$ cat src/rtl/cart_loader_if.sv
// Loader (ioctl) download stream plus cartridge memory write port used by cart_loader.
interface cart_loader_if #(
  parameter int ADDR_W = 20
);
  logic              ioctl_download;
  logic              ioctl_wr;
  logic [24:0]       ioctl_addr;
  logic [7:0]        ioctl_dout;
  logic [7:0]        ioctl_index;
  logic              ioctl_wait;
  logic [ADDR_W-1:0] mem_addr;
  logic [7:0]        mem_data;
  logic              mem_we;
  logic              mem_ack;

  modport master (
    output ioctl_download, ioctl_wr, ioctl_addr, ioctl_dout, ioctl_index, mem_ack,
    input  ioctl_wait, mem_addr, mem_data, mem_we
  );

  modport slave (
    input  ioctl_download, ioctl_wr, ioctl_addr, ioctl_dout, ioctl_index, mem_ack,
    output ioctl_wait, mem_addr, mem_data, mem_we
  );
endinterface

$ cat src/rtl/cart_loader.sv
// Cartridge image loader: forwards download bytes to memory, tracks pages, SG-1000 and extra-RAM flags.
// Optional byte checksum output cart_sum when CART_LOADER_CHECKSUM_EN is defined.
module cart_loader #(
  parameter int ADDR_W = 20
) (
  input  logic              clk_sys,
  input  logic              reset,
  cart_loader_if.slave      bus,
  output logic [ADDR_W-15:0] cart_pages,
  output logic              sg1000,
  output logic              extram,
  output logic              loading,
  output logic              load_done,
  output logic              overflow
`ifdef CART_LOADER_CHECKSUM_EN
  ,
  output logic [15:0]       cart_sum
`endif
);

  localparam int PAGE_W = ADDR_W - 14;
  localparam logic [ADDR_W-1:0] EXT_FIRST = ADDR_W'(32'h2000);
  localparam logic [ADDR_W-1:0] EXT_LAST  = ADDR_W'(32'h3FFF);

  typedef enum logic [1:0] {IDLE, WRITE, WAIT_ACK, FINISH} state_t;

  state_t            state_reg, state_next;
  logic              dl_prev_reg;
  logic              fall_pending_reg, fall_pending_next;
  logic [ADDR_W-1:0] mem_addr_reg, mem_addr_next;
  logic [7:0]        mem_data_reg, mem_data_next;
  logic [PAGE_W-1:0] cart_pages_reg, cart_pages_next;
  logic              sg1000_reg, sg1000_next;
  logic              extram_reg, extram_next;
  logic              loading_reg, loading_next;
  logic              overflow_reg, overflow_next;

  logic              dl_fall;
  logic              finish_due;
  logic              in_range;
  logic              wr_req;
  logic              accept;
  logic              drop;
  logic              dout_ff;
  logic [ADDR_W-1:0] addr_low;
  logic [PAGE_W-1:0] addr_page;
  logic              unused_index_bits;

  assign dl_fall    = dl_prev_reg & ~bus.ioctl_download;
  // A falling edge seen while a byte is in flight is remembered until the write retires.
  assign finish_due = fall_pending_reg | dl_fall;
  assign in_range   = (bus.ioctl_addr >> ADDR_W) == 25'd0;
  assign wr_req     = (state_reg == IDLE) & ~finish_due & bus.ioctl_download & bus.ioctl_wr;
  assign accept     = wr_req & in_range;
  assign drop       = wr_req & ~in_range;
  assign addr_low   = bus.ioctl_addr[ADDR_W-1:0];
  assign addr_page  = addr_low[ADDR_W-1:14];
  assign dout_ff    = (bus.ioctl_dout == 8'hFF);
  assign unused_index_bits = &bus.ioctl_index[7:5];

  always_ff @(posedge clk_sys) begin
    if (reset) begin
      state_reg        <= IDLE;
      dl_prev_reg      <= 1'b0;
      fall_pending_reg <= 1'b0;
      mem_addr_reg     <= '0;
      mem_data_reg     <= '0;
      cart_pages_reg   <= '0;
      sg1000_reg       <= 1'b0;
      extram_reg       <= 1'b0;
      loading_reg      <= 1'b0;
      overflow_reg     <= 1'b0;
    end else begin
      state_reg        <= state_next;
      dl_prev_reg      <= bus.ioctl_download;
      fall_pending_reg <= fall_pending_next;
      mem_addr_reg     <= mem_addr_next;
      mem_data_reg     <= mem_data_next;
      cart_pages_reg   <= cart_pages_next;
      sg1000_reg       <= sg1000_next;
      extram_reg       <= extram_next;
      loading_reg      <= loading_next;
      overflow_reg     <= overflow_next;
    end
  end

  always_comb begin
    state_next        = state_reg;
    fall_pending_next = fall_pending_reg;
    mem_addr_next     = mem_addr_reg;
    mem_data_next     = mem_data_reg;
    cart_pages_next   = cart_pages_reg;
    sg1000_next       = sg1000_reg;
    extram_next       = extram_reg;
    loading_next      = loading_reg;
    overflow_next     = overflow_reg;

    case (state_reg)
      IDLE: begin
        if (finish_due) state_next = FINISH;
        else if (accept) state_next = WRITE;
      end
      WRITE: begin
        if (bus.mem_ack) state_next = finish_due ? FINISH : IDLE;
        else state_next = WAIT_ACK;
      end
      WAIT_ACK: begin
        if (bus.mem_ack) state_next = finish_due ? FINISH : IDLE;
      end
      FINISH:  state_next = IDLE;
      default: state_next = IDLE;
    endcase

    if (accept) begin
      mem_addr_next = addr_low;
      mem_data_next = bus.ioctl_dout;
      loading_next  = 1'b1;
      // Address 0 marks the start of a fresh image.
      if (addr_low == '0) begin
        cart_pages_next = '0;
        overflow_next   = 1'b0;
        extram_next     = 1'b0;
        sg1000_next     = (bus.ioctl_index[4:0] == 5'd2);
      end else begin
        if (addr_page > cart_pages_reg) cart_pages_next = addr_page;
        if (addr_low == EXT_FIRST) extram_next = sg1000_reg & dout_ff;
        else if (addr_low > EXT_FIRST && addr_low <= EXT_LAST) extram_next = extram_reg & dout_ff;
      end
    end

    if (drop) overflow_next = 1'b1;

    if (state_next == FINISH) begin
      fall_pending_next = 1'b0;
      loading_next      = 1'b0;
    end else if (dl_fall) begin
      fall_pending_next = 1'b1;
    end
  end

`ifdef CART_LOADER_CHECKSUM_EN
  logic [15:0] sum_reg, sum_next;

  always_comb begin
    sum_next = sum_reg;
    if (accept) sum_next = ((addr_low == '0) ? 16'd0 : sum_reg) + {8'd0, bus.ioctl_dout};
  end

  always_ff @(posedge clk_sys) begin
    if (reset) sum_reg <= '0;
    else       sum_reg <= sum_next;
  end

  assign cart_sum = sum_reg;
`endif

  assign bus.mem_we     = (state_reg == WRITE) | (state_reg == WAIT_ACK);
  assign bus.ioctl_wait = (state_reg == WRITE) | (state_reg == WAIT_ACK);
  assign bus.mem_addr   = mem_addr_reg;
  assign bus.mem_data   = mem_data_reg;
  assign load_done      = (state_reg == FINISH);
  assign cart_pages     = cart_pages_reg;
  assign sg1000         = sg1000_reg;
  assign extram         = extram_reg;
  assign loading        = loading_reg;
  assign overflow       = overflow_reg;

endmodule

$ cat src/flat_wrapper.sv
// flat-port wrapper written by rule: the top's interface ports become plain ports
module cart_loader_flat 
#(
  parameter int ADDR_W = 20
)
  (clk_sys, reset, cart_pages, sg1000, extram, loading, load_done, overflow, bus_ioctl_download, bus_ioctl_wr, bus_ioctl_addr, bus_ioctl_dout, bus_ioctl_index, bus_mem_ack, bus_ioctl_wait, bus_mem_addr, bus_mem_data, bus_mem_we);
  cart_loader_if #(.ADDR_W(ADDR_W)) bus_i ();
  input  logic clk_sys;
  input  logic reset;
  output logic [ADDR_W-15:0] cart_pages;
  output logic sg1000;
  output logic extram;
  output logic loading;
  output logic load_done;
  output logic overflow;
  input wire logic [$bits(bus_i.ioctl_download)-1:0] bus_ioctl_download;
  input wire logic [$bits(bus_i.ioctl_wr)-1:0] bus_ioctl_wr;
  input wire logic [$bits(bus_i.ioctl_addr)-1:0] bus_ioctl_addr;
  input wire logic [$bits(bus_i.ioctl_dout)-1:0] bus_ioctl_dout;
  input wire logic [$bits(bus_i.ioctl_index)-1:0] bus_ioctl_index;
  input wire logic [$bits(bus_i.mem_ack)-1:0] bus_mem_ack;
  output wire logic [$bits(bus_i.ioctl_wait)-1:0] bus_ioctl_wait;
  output wire logic [$bits(bus_i.mem_addr)-1:0] bus_mem_addr;
  output wire logic [$bits(bus_i.mem_data)-1:0] bus_mem_data;
  output wire logic [$bits(bus_i.mem_we)-1:0] bus_mem_we;
  assign bus_i.ioctl_download = bus_ioctl_download;
  assign bus_i.ioctl_wr = bus_ioctl_wr;
  assign bus_i.ioctl_addr = bus_ioctl_addr;
  assign bus_i.ioctl_dout = bus_ioctl_dout;
  assign bus_i.ioctl_index = bus_ioctl_index;
  assign bus_i.mem_ack = bus_mem_ack;
  assign bus_ioctl_wait = bus_i.ioctl_wait;
  assign bus_mem_addr = bus_i.mem_addr;
  assign bus_mem_data = bus_i.mem_data;
  assign bus_mem_we = bus_i.mem_we;
  cart_loader #(.ADDR_W(ADDR_W)) u_core (.clk_sys(clk_sys), .reset(reset), .bus(bus_i), .cart_pages(cart_pages), .sg1000(sg1000), .extram(extram), .loading(loading), .load_done(load_done), .overflow(overflow));
endmodule
$ cat config.mk
export PLATFORM = sky130hd
export DESIGN_NAME = cart_loader_flat
export DESIGN_NICKNAME = d
export VERILOG_FILES = /design/src/rtl/cart_loader_if.sv /design/src/rtl/cart_loader.sv /design/src/flat_wrapper.sv
export SDC_FILE = /design/constraint.sdc
export NUM_CORES = 1
export LEC_CHECK = 0
export BUFFER_PORTS_ARGS = -buffer_cell sky130_fd_sc_hd__buf_2
export CELL_PAD_IN_SITES_DETAIL_PLACEMENT = 1
export CELL_PAD_IN_SITES_GLOBAL_PLACEMENT = 1
export CORE_ASPECT_RATIO = 0.9
export CORE_MARGIN = 2
export CORE_UTILIZATION = 30
export DETAILED_ROUTE_END_ITERATION = 7
export PLACE_DENSITY = 0.84
export SLEW_MARGIN = 40
export SYNTH_ARGS = -nofsm -noshare
export SYNTH_HDL_FRONTEND = slang
export SYNTH_SLANG_ARGS = --single-unit
$ cat constraint.sdc
create_clock -name clk_sys -period 2.6 [get_ports clk_sys]
set_input_delay 0.26 -clock clk_sys [delete_from_list [all_inputs] [get_ports clk_sys]]
set_output_delay 0.26 -clock clk_sys [all_outputs]
set_load 0.05 [all_outputs]
### Word level (Yosys, flattened, before mapping)

Cells that the tools add are included.

| storage, ports and cells | value |
|---|---|
| output and inout bits | 41 |
| register bits | 42 |
| word-level logic and storage cells | 60 |
| input bits | 46 |

| cells by class | value |
|---|---|
| multiplexer cells | 14 |
| reductions and logical operators | 13 |
| bitwise operators | 13 |
| order comparisons | 3 |
| equality and inequality tests | 7 |

Operators by type and width:

| operator | count |
|---|---|
| zero test 25 bit | 1 |
| equality test 20 x 14 -> 1 bit, second input constant | 1 |
| > comparator 20 x 14 -> 1 bit, second input constant | 1 |
| <= comparator 20 x 14 -> 1 bit, second input constant | 1 |
| zero test 20 bit | 1 |
| two-way mux 6 bit | 2 |
| two-way mux 2 bit | 5 |
| bitwise AND 1 bit | 8 |
| equality test 8 bit, second input constant | 1 |
| case mux 2 bit (4 select lines) | 1 |
| AND reduction 2 bit | 4 |
| equality test 2 bit, second input constant | 3 |
| > comparator 6 bit | 1 |
| two-way mux 1 bit | 6 |
| nonzero test 2 bit | 3 |
| equality test 5 x 2 -> 1 bit, second input constant | 1 |
| NOT 1 bit | 3 |
| nonzero test 3 bit | 1 |
| equality test 2 x 1 -> 1 bit, second input constant | 1 |
| zero test 2 bit | 1 |
| bitwise OR 1 bit | 2 |
| OR reduction 2 bit | 1 |
| logical AND 1 bit | 1 |

### Logic depth before layout (Yosys ltp)

Gate-level depths: netlist of the first run.

| depth | value |
|---|---|
| word-level depth | 13 |
| mapped depth | 8 |
| mapped depth without buffers | 7 |

### Least setup slack after synthesis of the first run

No wires, ideal clock.

| timing | value |
|---|---|
| kind | register to register |
| from | register u_core.cart_pages_reg[4], in the netlist u_core.cart_pages[4] |
| to | register u_core.cart_pages_reg[1], in the netlist u_core.cart_pages[1] |
| library setup time | 92 ps |
| slack | 577 ps |
| data arrival time | 1,930 ps |
| data required time | 2,508 ps |
| stages on the path, launching flop included | 8 |
| buffers on the path | 0 |
| clock period less this slack | 2,023 ps |
| cell sequence | dfxtp_1 > inv_1 > ha_1 > a21oi_1 > nand2_1 > a211oi_1 > o22ai_2 > o32ai_1 |

| between the ends | value |
|---|---|
| longest elaborated chain between the ends | 3 |

RTL lines:

| element | line | text |
|---|---|---|
| start: declaration | cart_loader.sv:32 | `logic [PAGE_W-1:0] cart_pages_reg, cart_pages_next;` |
| start signal: assignment | cart_loader.sv:79 | `cart_pages_reg <= cart_pages_next;` |
| > comparator 6 bit | cart_loader.sv:125 | `if (addr_page > cart_pages_reg) cart_pages_next = addr_page;` |
| nonzero test 2 bit (no source line) | - |  |
| AND reduction 2 bit (no source line) | - |  |

Every way passes these cells.
A chain may end at the register's enable or synchronous reset.

### Worst setup path in the final report of the first run

| timing | value |
|---|---|
| from | register u_core.state_reg[1] |
| to | register u_core.cart_pages_reg[2], in the netlist u_core.cart_pages[2] |

| between the ends | value |
|---|---|
| longest elaborated chain between the ends | 6 |

RTL lines:

| element | line | text |
|---|---|---|
| start: declaration | cart_loader.sv:27 | `state_t state_reg, state_next;` |
| start signal: assignment | cart_loader.sv:74 | `state_reg <= state_next;` |
| zero test 2 bit | cart_loader.sv:53 | `assign wr_req = (state_reg == IDLE) & ~finish_due & bus.ioctl_download & bus.ioctl_wr;` |
| bitwise AND 1 bit (3 in a row) | cart_loader.sv:53 |  |
| bitwise AND 1 bit | cart_loader.sv:54 | `assign accept = wr_req & in_range;` |
| AND reduction 2 bit (no source line) | - |  |

Every way passes these cells.

==> results of run 1 <==
==> worst max-delay path, delay by kind of cell, from the launching register on <==
kind,cells,cell delay (ns)
mux,1,0.24
flops,1,0.35
buf+inv,1,0.14
compound gates,1,0.48
fa+ha+maj,1,0.16
simple gates,2,0.81
==> routing by layer <==
layer | vias to the layer above | GRT usage | share of wire
met2 | 56 | 0.282 | 0.49
li1 | 951 | - | -
met3 | 4 | 0.0374 | 0.051
met1 | 906 | 0.202 | 0.45
met4 | 0 | 0.0523 | 0.011
met5 | - | 0 | 0
==> power by group through the flow <==
stage               clock, mW  combinational [mW]  sequential (mW)
detailed placement          0               0.197            0.675
CTS                     0.538               0.197            0.660
floorplan                   0               0.116            0.686
finish                  0.522               0.195            0.661
global placement            0               0.190            0.675
global route            0.561               0.217            0.662
==> worst paths after layout <==
check	slack, ns	to	from
max reg2reg	0.34	u_core.cart_pages[2]	u_core.state_reg[1]
max	0.34	u_core.cart_pages[2]	u_core.state_reg[1]
min reg2reg	0.45	u_core.bus.mem_addr[7]	u_core.bus.mem_addr[7]
min	0.21	u_core.bus.mem_addr[4]	bus_ioctl_addr[4]
==> layout by cell type, fill, tap and decap left out <==
cell	netlist	routed
buf_2	2	83
nand2_1	70	70
dfxtp_1	42	42
a21oi_1	33	33
inv_1	13	13
ha_1	11	11
nor2_1	7	7
o21ai_0	6	6
clkbuf_8	0	6
nand4_1	5	5
nor4_1	4	4
mux2i_1	4	4
buf_4	1	4
or3_1	2	2
a221oi_1	2	2
nor3_1	2	2
a211oi_1	2	2
o32ai_1	2	2
or4_4	1	1
nand4b_1	1	1
nor3_4	0	1
a31oi_1	1	1
nand3_1	1	1
nand2b_1	1	1
o21ai_1	1	1
o22ai_2	1	1
or3b_1	1	1
o21bai_1	1	1
o22a_1	1	1
a211o_1	1	1
a31o_1	1	1
or4b_2	1	1
or4_1	1	1
o21a_1	1	1
bufinv_16	0	1
==> cell families after synthesis <==
family | count (synthesis)
simple gates | 98
compound gates | 53
flops | 42
buf+inv | 26
fa+ha+maj | 11
mux | 4
==> layout make-up <==
class / count / area (um^2)
Clock buffer: 6 / 82.6
Clock inverter: 1 / 30.0
Fill cell: 776 / 3610
Inverter: 13 / 48.8
Multi-Input combinational cell: 166 / 930
Sequential cell: 42 / 841
Tap cell: 72 / 90.1
Timing Repair Buffer: 87 / 445
==> stage by stage <==
step	instance area, um^2	hold WS, ns	power (mW)	instances	setup WS [ns]
6_report	2470	0.213	1.38	387	0.343
5_1_grt	2470	0.218	1.44	387	0.144
4_1_cts	2470	0.210	1.40	387	0.304
3_5_place_dp	2350	0.447	0.872	380	0.289
3_3_place_gp	2350	0.439	0.865	380	0.339
2_1_floorplan	1870	0.395	0.803	234	0.577
==> results.md, run 1 <==
* Status: completed
* CTS tree: yes
* Max frequency at 0.443 GHz
* Routed vias at 1,917
* Main area contributors after synthesis: dfxtp_1 (45%), nand2_1 (14%), a21oi_1 (8.8%)
* Antenna violations before repair at 0
* Slew @ Worst Pin at 0.463 ns
* Post-synthesis adder-cell area fraction at 0.0737
* Reg2reg path depth at 6
* Unique masters post-synth at 34
* Layout cells sized above 1 at 0.311
* Core area at 6080 um^2
* Post_cts resized at 0
* Clk_skew at 0.00436 ns
* P_int at 1.02 mW
* Post-synth EDFFs at 0
* Post-synthesis async set-or-reset flop share at 0
* Complex-gate fraction of the synthesized area at 0.166
* Sw frac at 0.256
* Hold Buf Count CTS at 0
* Hold path cells at 3
* Syn Inst Count at 234
* Die Y at 78.9 um
* Worst Path Max Fanout at 12
* Post-DP HPWL at 4140 um
* Buffers added on ports at 83
* Net switching power figure at 0.352 mW
* Synth Net Count at 291
* Worst skew pair latency at 0.29 ns
* LEAKAGE at 1.08 nW
* Most used DFF post-synth: dfxtp_1
* Crit path cell chain: inv_1, ha_1, nand4b_1, or3_1, o22ai_2, mux2i_1
* I/O pins at 87
* Initial Utilization at 0.307
* Seq/Total Area, Yosys at 0.450
* Global route overflow at 0
* Top-area cell type share of the netlist area at 0.450
* Crit-path max cell delay at 0.59 ns
* H-tree depth at 2
* Pre-antenna DRT Iters at 4
* Post-DR vias/cell at 4.95
* Final nets at 372
* Root Driver: clkbuf_8
* HP Class: input pin to flip-flop
* Clk slew on worst S/H paths at 0.08 ns
* Die X at 87.2 um
* Post-CTS Setup Bufs at 0
* DRC Markers at 0
* Final period util at 0.868
* Critical Path Slowest Stage Cell: or3_1
* Type of origin of the critical path: flip-flop
* Comb pwr share at 0.142
* Row count at 27
* PD cells at 558 nW/um^2
* Max Cap Viol at 0
* Setup TNS Final at 0 ns
* Clk buf depth at 2
* Avg Inst Size Synth at 7.98 um^2
* Routed length per placed instance at 13.7 um
* Largest family of logic cells by synthesized area: simple AND/OR/NAND/NOR gates
* Count of state elements after synthesis at 42
* Netlist Area Pre-Place at 1870 um^2
* Final setup violation count at 0
* Normalized max-slew margin at 0.691
* Sequential fraction of design power at 0.480
* First-pass GRT wire length at 9050 um
* Core Util, Final at 0.406
* VDD IR max at 0.000280 V
* Hold Violations, Final at 0
* Ant. Diodes at 0
* Crit path kind: flip-flop to flip-flop
* Critical Path AT at 2.47 ns
* Synth warn at 0
* CP endpoint kind: flip-flop
* Area of the die at 6880 um^2
* Clock power share at 0.379
* Tot GR Track Use at 0.164
* ANT nets after route at 0
* Largest net degree at the start of global routing at 36
* Largest register FFs at 20
* Most frequent cell after synthesis: nand2_1
* Mux cell area share after synthesis at 0.0214
* RSZ-0062 raised after global routing: false
* Minimum clock period at 2.26 ns
* CP required at 2.81 ns
* Vias in the first global route at 1,968
* Post-synthesis xor/xnor area fraction at 0
* Commonest cells in the netlist: nand2_1 (70), dfxtp_1 (42), a21oi_1 (33)
* Simple-gate share of the synthesized area at 0.233
* 1st-iter DRT viols at 49
* Area grow syn2layout at 32.1%
* Detailed Route WL at 5310 um
* Final Max Slew Viols at 0
* Largest area contributor in the netlist: dfxtp_1
* Num CTS Buffers at 5
* GP Congestion at 0.762
* CTS sink cnt at 42
Power figures use the tool's default switching activity.
==> run 2, diff against run 1 <==
--- a/config.mk
+++ b/config.mk
@@ -10,9 +10,9 @@
 export CELL_PAD_IN_SITES_GLOBAL_PLACEMENT = 1
 export CORE_ASPECT_RATIO = 0.9
 export CORE_MARGIN = 2
-export CORE_UTILIZATION = 30
+export CORE_UTILIZATION = 29
 export DETAILED_ROUTE_END_ITERATION = 7
-export PLACE_DENSITY = 0.84
+export PLACE_DENSITY = 0.8
 export SLEW_MARGIN = 40
 export SYNTH_ARGS = -nofsm -noshare
 export SYNTH_HDL_FRONTEND = slang
==> constraint.sdc (replaced) <==
create_clock -name clk_sys -period 2 [get_ports clk_sys]
set_input_delay 0.2 -clock clk_sys [delete_from_list [all_inputs] [get_ports clk_sys]]
set_output_delay 0.2 -clock clk_sys [all_outputs]
set_load 0.05 [all_outputs]
==> run 2 against run 1 <==
- global-route usage down 0.49 points
- combinational power up 40%
- clock skew up 0.0021 ns
- core utilization up 1.0 points
- critical path depth up 2
- cell count up 6.2%
- via count down 1.3%
- routed wire length up 1.7%
- non-clock buffer count up 9
- die area up 3.3%
- fmax up 23%
- count of clock-buffer cells in the layout unchanged
- largest power group unchanged
==> results.md, run 2 (synthesized netlist as in run 1, its figures left out) <==
* Die X at 88.6 um (+1.6%)
* First-pass GRT wire length at 8840 um (-2.4%)
* Comb pwr share at 0.150 (+0.008)
* Pre-antenna DRT Iters at 4 (unchanged)
* Reg2reg path depth at 8 (+2)
* Final period util at 0.918 (+0.0495)
* Post-CTS Setup Bufs at 0 (unchanged)
* H-tree depth at 2 (unchanged)
* CP required at 2.21 ns (-0.60 ns)
* Clk slew on worst S/H paths at 0.08 ns (about the same)
* Worst r2r src: u_core.state_reg[0]
* Worst skew pair latency at 0.29 ns (about the same)
* Antenna violations before repair at 0 (unchanged)
* Post-place setup slack at -0.0414 ns (-0.330 ns)
* CTS tree: yes
* Ant. Diodes at 0 (unchanged)
* Sw frac at 0.261 (+0.00536)
* P_int at 1.34 mW (+31%)
* Type of origin of the critical path: flip-flop
* Root Driver: clkbuf_8
* Largest net degree at the start of global routing at 36 (unchanged)
* Vias in the first global route at 1,855 (-5.7%)
* GP Congestion at 0.790 (+3.7%)
* Max frequency at 0.545 GHz (+23%)
* Clock power share at 0.380 (about the same)
* I/O pins at 87 (unchanged)
* Clk buf depth at 2 (unchanged)
* Routed vias at 1,893 (-1.3%)
* Design area at 2570 um^2 (+4.3%)
* CP endpoint kind: flip-flop
* ANT nets after route at 0 (unchanged)
* Normalized max-slew margin at 0.715 (+0.0236)
* Commonest non-fill, non-tap cell in the layout: buf_2
* Clk_skew at 0.00644 ns (+0.00208 ns)
* Area post-placement at 2440 um^2 (+3.7%)
* Area of the die at 7100 um^2 (+3.3%)
* Buffers added on ports at 83 (unchanged)
* Tot GR Track Use at 0.159 (-0.00487)
* HP Class: input pin to flip-flop
* Die Y at 80.1 um (+1.6%)
* Net switching power figure at 0.475 mW (+35%)
* Max Cap Viol at 0 (unchanged)
* Most frequent cells in the layout: buf_2 (83), nand2_1 (70), dfxtp_1 (41), a21oi_1 (33), buf_4 (13)
* Row count at 27 (unchanged)
* VDD IR max at 0.000393 V (+40%)
* Area grow syn2layout at 37.7%
* Post-DP HPWL at 4230 um (+2.3%)
* Final setup violation count at 0 (unchanged)
* Sequential fraction of design power at 0.470 (-0.010)
* Initial Utilization at 0.302 (-0.00504)
* Worst reg2reg endpoint: u_core.cart_pages[0]
* Worst setup path end: u_core.cart_pages[0]
* Status: completed
* Final Max Slew Viols at 0 (unchanged)
* LEAKAGE at 1.13 nW (+4.4%)
* Crit path from: u_core.state_reg[0]
* Final nets at 381 (+2.4%)
* DRC Markers at 0 (unchanged)
* Global route overflow at 0 (unchanged)
* 1st-iter DRT viols at 42 (-14%)
* Post-DR vias/cell at 4.61 (-7.0%)
* Routed length per placed instance at 13.1 um (-4.2%)
* Largest register FFs at 20 (unchanged)
* CTS sink cnt at 42 (unchanged)
* PD cells at 707 nW/um^2 (+27%)
* Worst Path Max Fanout at 4 (-8)
* Detailed Route WL at 5400 um (+1.7%)
* Reg2Reg Setup Slack at 0.16 ns (-0.18 ns)
* Layout cells sized above 1 at 0.349 (+0.0377)
* RSZ-0062 raised after global routing: false
* Critical Path AT at 2.05 ns (-0.42 ns)
* Final setup margin at 0.165 ns (-0.178 ns)
* Slew @ Worst Pin at 0.428 ns (-0.0359 ns)
* Core area at 6180 um^2 (+1.7%)
* Crit path kind: flip-flop to flip-flop
* Total power at 1.82 mW (+32%)
* Minimum clock period at 1.84 ns (-0.422 ns)
* Hold Violations, Final at 0 (unchanged)
* Num CTS Buffers at 5 (unchanged)
[run 2: cell count changes in the layout (fill, tap and decap cells not counted), sizes merged]
cell,previous run,this run
buf,87,96
[run 2: how the worst min path moves through the flow]
stage | start | to | slack (ns) | depth (start not counted)
detailed placement | u_core.bus.mem_addr[15] | u_core.bus.mem_addr[15] | 0.44 | 2
CTS | bus_ioctl_addr[1] | u_core.bus.mem_addr[1] | 0.14 | 3
floorplan | bus_ioctl_download | u_core.dl_prev_reg | 0.33 | 2
global placement | u_core.bus.mem_addr[15] | u_core.bus.mem_addr[15] | 0.44 | 2
global route | bus_ioctl_addr[6] | u_core.bus.mem_addr[6] | 0.15 | 3
finish | bus_ioctl_addr[10] | u_core.bus.mem_addr[10] | 0.15 | 3
[run 2: layout make-up]
type / instances / area [um^2]
clock buffers: 6 / 82.6
clock inverters: 1 / 30.0
fillers: 785 / 3610
inverters: 13 / 48.8
multi-input cells: 166 / 947
flip-flops and latches: 42 / 842
well taps: 87 / 109
repair buffers: 96 / 513
[run 2: critical path: stages (launching register included)]
cell	delay, ns
dfxtp_1	0.33
inv_2	0.09
ha_1	0.15
nand4b_1	0.14
buf_4	0.18
nor3_4	0.12
o21ai_1	0.11
or3b_1	0.43
o32ai_2	0.21
[run 2: metrics by stage]
| step | hold slack [ns] | std cells | TNS (ns) | util |
|---|---|---|---|---|
| after global placement | 0.439 | 404 | -0.00485 | 0.395 |
| final | 0.152 | 411 | 0 | 0.416 |
| after global routing | 0.152 | 411 | 0 | 0.416 |
| after detailed placement | 0.444 | 404 | -0.0797 | 0.395 |
| after CTS | 0.145 | 411 | 0 | 0.413 |
| after floorplan | 0.335 | 234 | 0 | - |
[run 2: what timing repair did]
action / in CTS / in global routing
hold buffers: 0 / 0
resized for setup: 0 / 5
setup endpoints to repair: 0 / 3
[run 2: routing by layer]
metal  vias to the layer above  wire length [um]  track usage
met5                         -                 0            0
met4                         0               134       0.0636
met3                        13               278       0.0329
met2                        57              2490        0.252
met1                       851              2500        0.210
li1                        972                 -            -
[run 2: power groups by stage]
| stage | combinational (mW) | sequential [mW] | clock, mW |
|---|---|---|---|
| floorplan | 0.151 | 0.892 | 0 |
| global placement | 0.265 | 0.874 | 0 |
| detailed placement | 0.274 | 0.874 | 0 |
| CTS | 0.275 | 0.854 | 0.714 |
| global route | 0.302 | 0.857 | 0.742 |
| finish | 0.273 | 0.855 | 0.691 |
==> run 3, diff against run 2 <==
--- a/config.mk
+++ b/config.mk
@@ -9,10 +9,9 @@
 export CELL_PAD_IN_SITES_DETAIL_PLACEMENT = 1
 export CELL_PAD_IN_SITES_GLOBAL_PLACEMENT = 1
 export CORE_ASPECT_RATIO = 0.9
-export CORE_MARGIN = 2
-export CORE_UTILIZATION = 29
+export CORE_UTILIZATION = 32
 export DETAILED_ROUTE_END_ITERATION = 7
-export PLACE_DENSITY = 0.8
+export PLACE_DENSITY = 0.84
 export SLEW_MARGIN = 40
 export SYNTH_ARGS = -nofsm -noshare
 export SYNTH_HDL_FRONTEND = slang
==> constraint.sdc (replaced) <==
create_clock -name clk_sys -period 1.7 [get_ports clk_sys]
set_input_delay 0.17 -clock clk_sys [delete_from_list [all_inputs] [get_ports clk_sys]]
set_output_delay 0.17 -clock clk_sys [all_outputs]
set_load 0.05 [all_outputs]
==> run 3 against run 2 <==
- the flow now finishes with violations (setup timing)
- combinational power rose by 65%
- non-clock buffer count rose by 30
- critical path depth rose by 1
- flip-flop and latch count did not move
- sequential share of layout area fell by 6.2 points
- register-to-register slack got worse by 0.30 ns
- highest routed layer unchanged
- first-iteration DRC count rose by 62%
- hold slack got worse by 0.040 ns
- global-route usage rose by 5.7 points
- via count rose by 13%
- clock skew fell by 0.0043 ns
- clock power rose by 9.0%
==> results.md, run 3 (synthesized netlist as in run 1, its figures left out) <==
* Core Util, Final at 0.573 (+0.157)
* CP endpoint kind: flip-flop
* DRC Markers at 0 (unchanged)
* Final period util at 1.08 (+0.162)
* Clk slew on worst S/H paths at 0.08 ns (about the same)
* Status: finished, violations left
* Core area at 5660 um^2 (-8.4%)
* Setup TNS Final at -1.62 ns (-1.62 ns)
* Largest net degree at the start of global routing at 25 (-31%)
* Global route overflow at 0 (unchanged)
* Worst Path Max Fanout at 3 (-1)
* Initial Utilization at 0.330 (+0.0279)
* VDD IR max at 0.000519 V (+32%)
* LEAKAGE at 1.43 nW (+27%)
* Max frequency at 0.545 GHz (about the same)
* Hold path cells at 3 (unchanged)
* Hold Buf Count CTS at 0 (unchanged)
* Largest register FFs at 20 (unchanged)
* Routed length per placed instance at 16.8 um (+28%)
* Critical Path AT at 2.04 ns (about the same)
* Die X at 82.5 um (-6.8%)
* Reg2Reg Setup Slack at -0.13 ns (-0.30 ns)
* I/O pins at 87 (unchanged)
* Layout cells sized above 1 at 0.583 (+0.234)
* Buffers added on ports at 83 (unchanged)
* Tot GR Track Use at 0.216 (+0.0571)
* Final setup violation count at 28 (+28)
* Type of origin of the critical path: flip-flop
* 1st-iter DRT viols at 68 (+62%)
* Die Y at 74.5 um (-7.1%)
* Normalized max-slew margin at 0.548 (-0.166)
* Number of fill cells at 697 (-11%)
* Num CTS Buffers at 5 (unchanged)
* Failing checks: setup timing
* HP Start: bus_ioctl_addr[11]
* Worst Hold Slack at 0.112 ns (-0.0397 ns)
* Max Cap Viol at 0 (unchanged)
* Final nets at 411 (+7.9%)
* Post-place setup slack at -0.343 ns (-0.302 ns)
* Reg2reg path depth at 9 (+1)
* Worst skew pair latency at 0.30 ns (about the same)
* Pre-antenna DRT Iters at 4 (unchanged)
* Final Max Slew Viols at 0 (unchanged)
* Clk buf depth at 2 (unchanged)
* Ant. Diodes at 0 (unchanged)
* Final setup margin at -0.135 ns (-0.300 ns)
* Area of the die at 6150 um^2 (-13%)
* RSZ-0062 raised after global routing: true
* CTS sink cnt at 42 (unchanged)
* Minimum clock period at 1.83 ns (-0.000378 ns)
* Routed vias at 2,142 (+13%)
* Worst r2r src: u_core.cart_pages[3]
* Worst reg2reg endpoint: u_core.cart_pages[1]
* Clk_skew at 0.00210 ns (-0.00434 ns)
* CP required at 1.91 ns (-0.30 ns)
* PD cells at 680 nW/um^2 (-3.8%)
* Hold Violations, Final at 0 (unchanged)
* Crit path kind: flip-flop to flip-flop
* HP Class: input pin to flip-flop
* ANT nets after route at 0 (unchanged)
* First-pass GRT wire length at 9890 um (+12%)
* Vias in the first global route at 2,102 (+13%)
* Root Driver: clkbuf_8
* GP Congestion at 0.744 (-5.8%)
* Antenna violations before repair at 0 (unchanged)
* Slew @ Worst Pin at 0.678 ns (+0.250 ns)
* H-tree depth at 2 (unchanged)
* Hold Crit Endpoint: u_core.bus.mem_addr[11]
* Commonest non-fill, non-tap cell in the layout: buf_2
* Row count at 26 (-3.7%)
* Post-DR vias/cell at 5.04 (+9.4%)
* Area grow syn2layout at 73.6%
* CTS tree: yes
* Post-DP HPWL at 4700 um (+11%)
* Most frequent cells in the layout: buf_2 (83), nand2_1 (48), dfxtp_1 (35), buf_4 (28), a21oi_2 (21)
* Detailed Route WL at 7140 um (+32%)
[run 3: cell type report]
| type | instances | area [um^2] | share of cell area |
|---|---|---|---|
| Multi-Input combinational cell | 166 | 1280 | 0.395 |
| Timing Repair Buffer | 126 | 863 | 0.266 |
| Sequential cell | 42 | 860 | 0.265 |
| Clock buffer | 7 | 97.6 | 0.0301 |
| Tap cell | 70 | 87.6 | 0.0270 |
| Inverter | 13 | 48.8 | 0.0150 |
| Clock inverter | 1 | 6.26 | 0.00193 |
[run 3: power by group]
part	total, mW	internal (mW)	switching [mW]
registers	1.00	0.994	0.00909
logic	0.451	0.179	0.272
clock network	0.753	0.381	0.372
total	2.21	1.55	0.653
[run 3: layer usage]
metal / GRT usage / part of all wire / vias up / routed length [um]
met1: 0.234 / 0.40 / 1035 / 2820
met3: 0.0466 / 0.044 / 15 / 312
li1: - / - / 1030 / -
met5: 0 / 0 / - / 0
met4: 0.0728 / 0.020 / 0 / 145
met2: 0.413 / 0.54 / 62 / 3860
[run 3: critical path, cell delays in order (launching register included)]
cell	delay (ns)
dfxtp_4	0.35
inv_1	0.06
ha_4	0.27
nand4_1	0.15
buf_4	0.18
o21ai_2	0.16
buf_4	0.15
o22ai_4	0.07
buf_6	0.15
o32ai_2	0.21
[run 3: through the flow]
stage          std cells  power, mW  cell area (um^2)
4_1_cts              419       2.16              2870
6_report             425       2.21              3240
3_5_place_dp         409       1.38              2600
3_3_place_gp         409       1.36              2600
2_1_floorplan        234       1.22              1880
5_1_grt              425       2.30              3240
[run 3: worst max path at each step]
| stage | startpoint | endpoint | slack (ns) |
|---|---|---|---|
| after floorplan | bus_ioctl_addr[20] | u_core.sg1000 | -0.16 |
| after global placement | bus_ioctl_addr[20] | u_core.extram | -0.25 |
| after detailed placement | bus_ioctl_addr[20] | u_core.sg1000 | -0.34 |
| after CTS | u_core.cart_pages[3] | u_core.cart_pages[0] | -0.06 |
| after global routing | u_core.state_reg[0] | u_core.cart_pages[2] | -0.26 |
| final | u_core.cart_pages[3] | u_core.cart_pages[1] | -0.13 |
[run 3: timing repair]
item                       CTS  global route
pin swaps                   10            28
setup buffers                2             4
cloned                       0             2
hold endpoints to repair     0             0
gates resized for setup     29            75
setup endpoints to repair   38            41
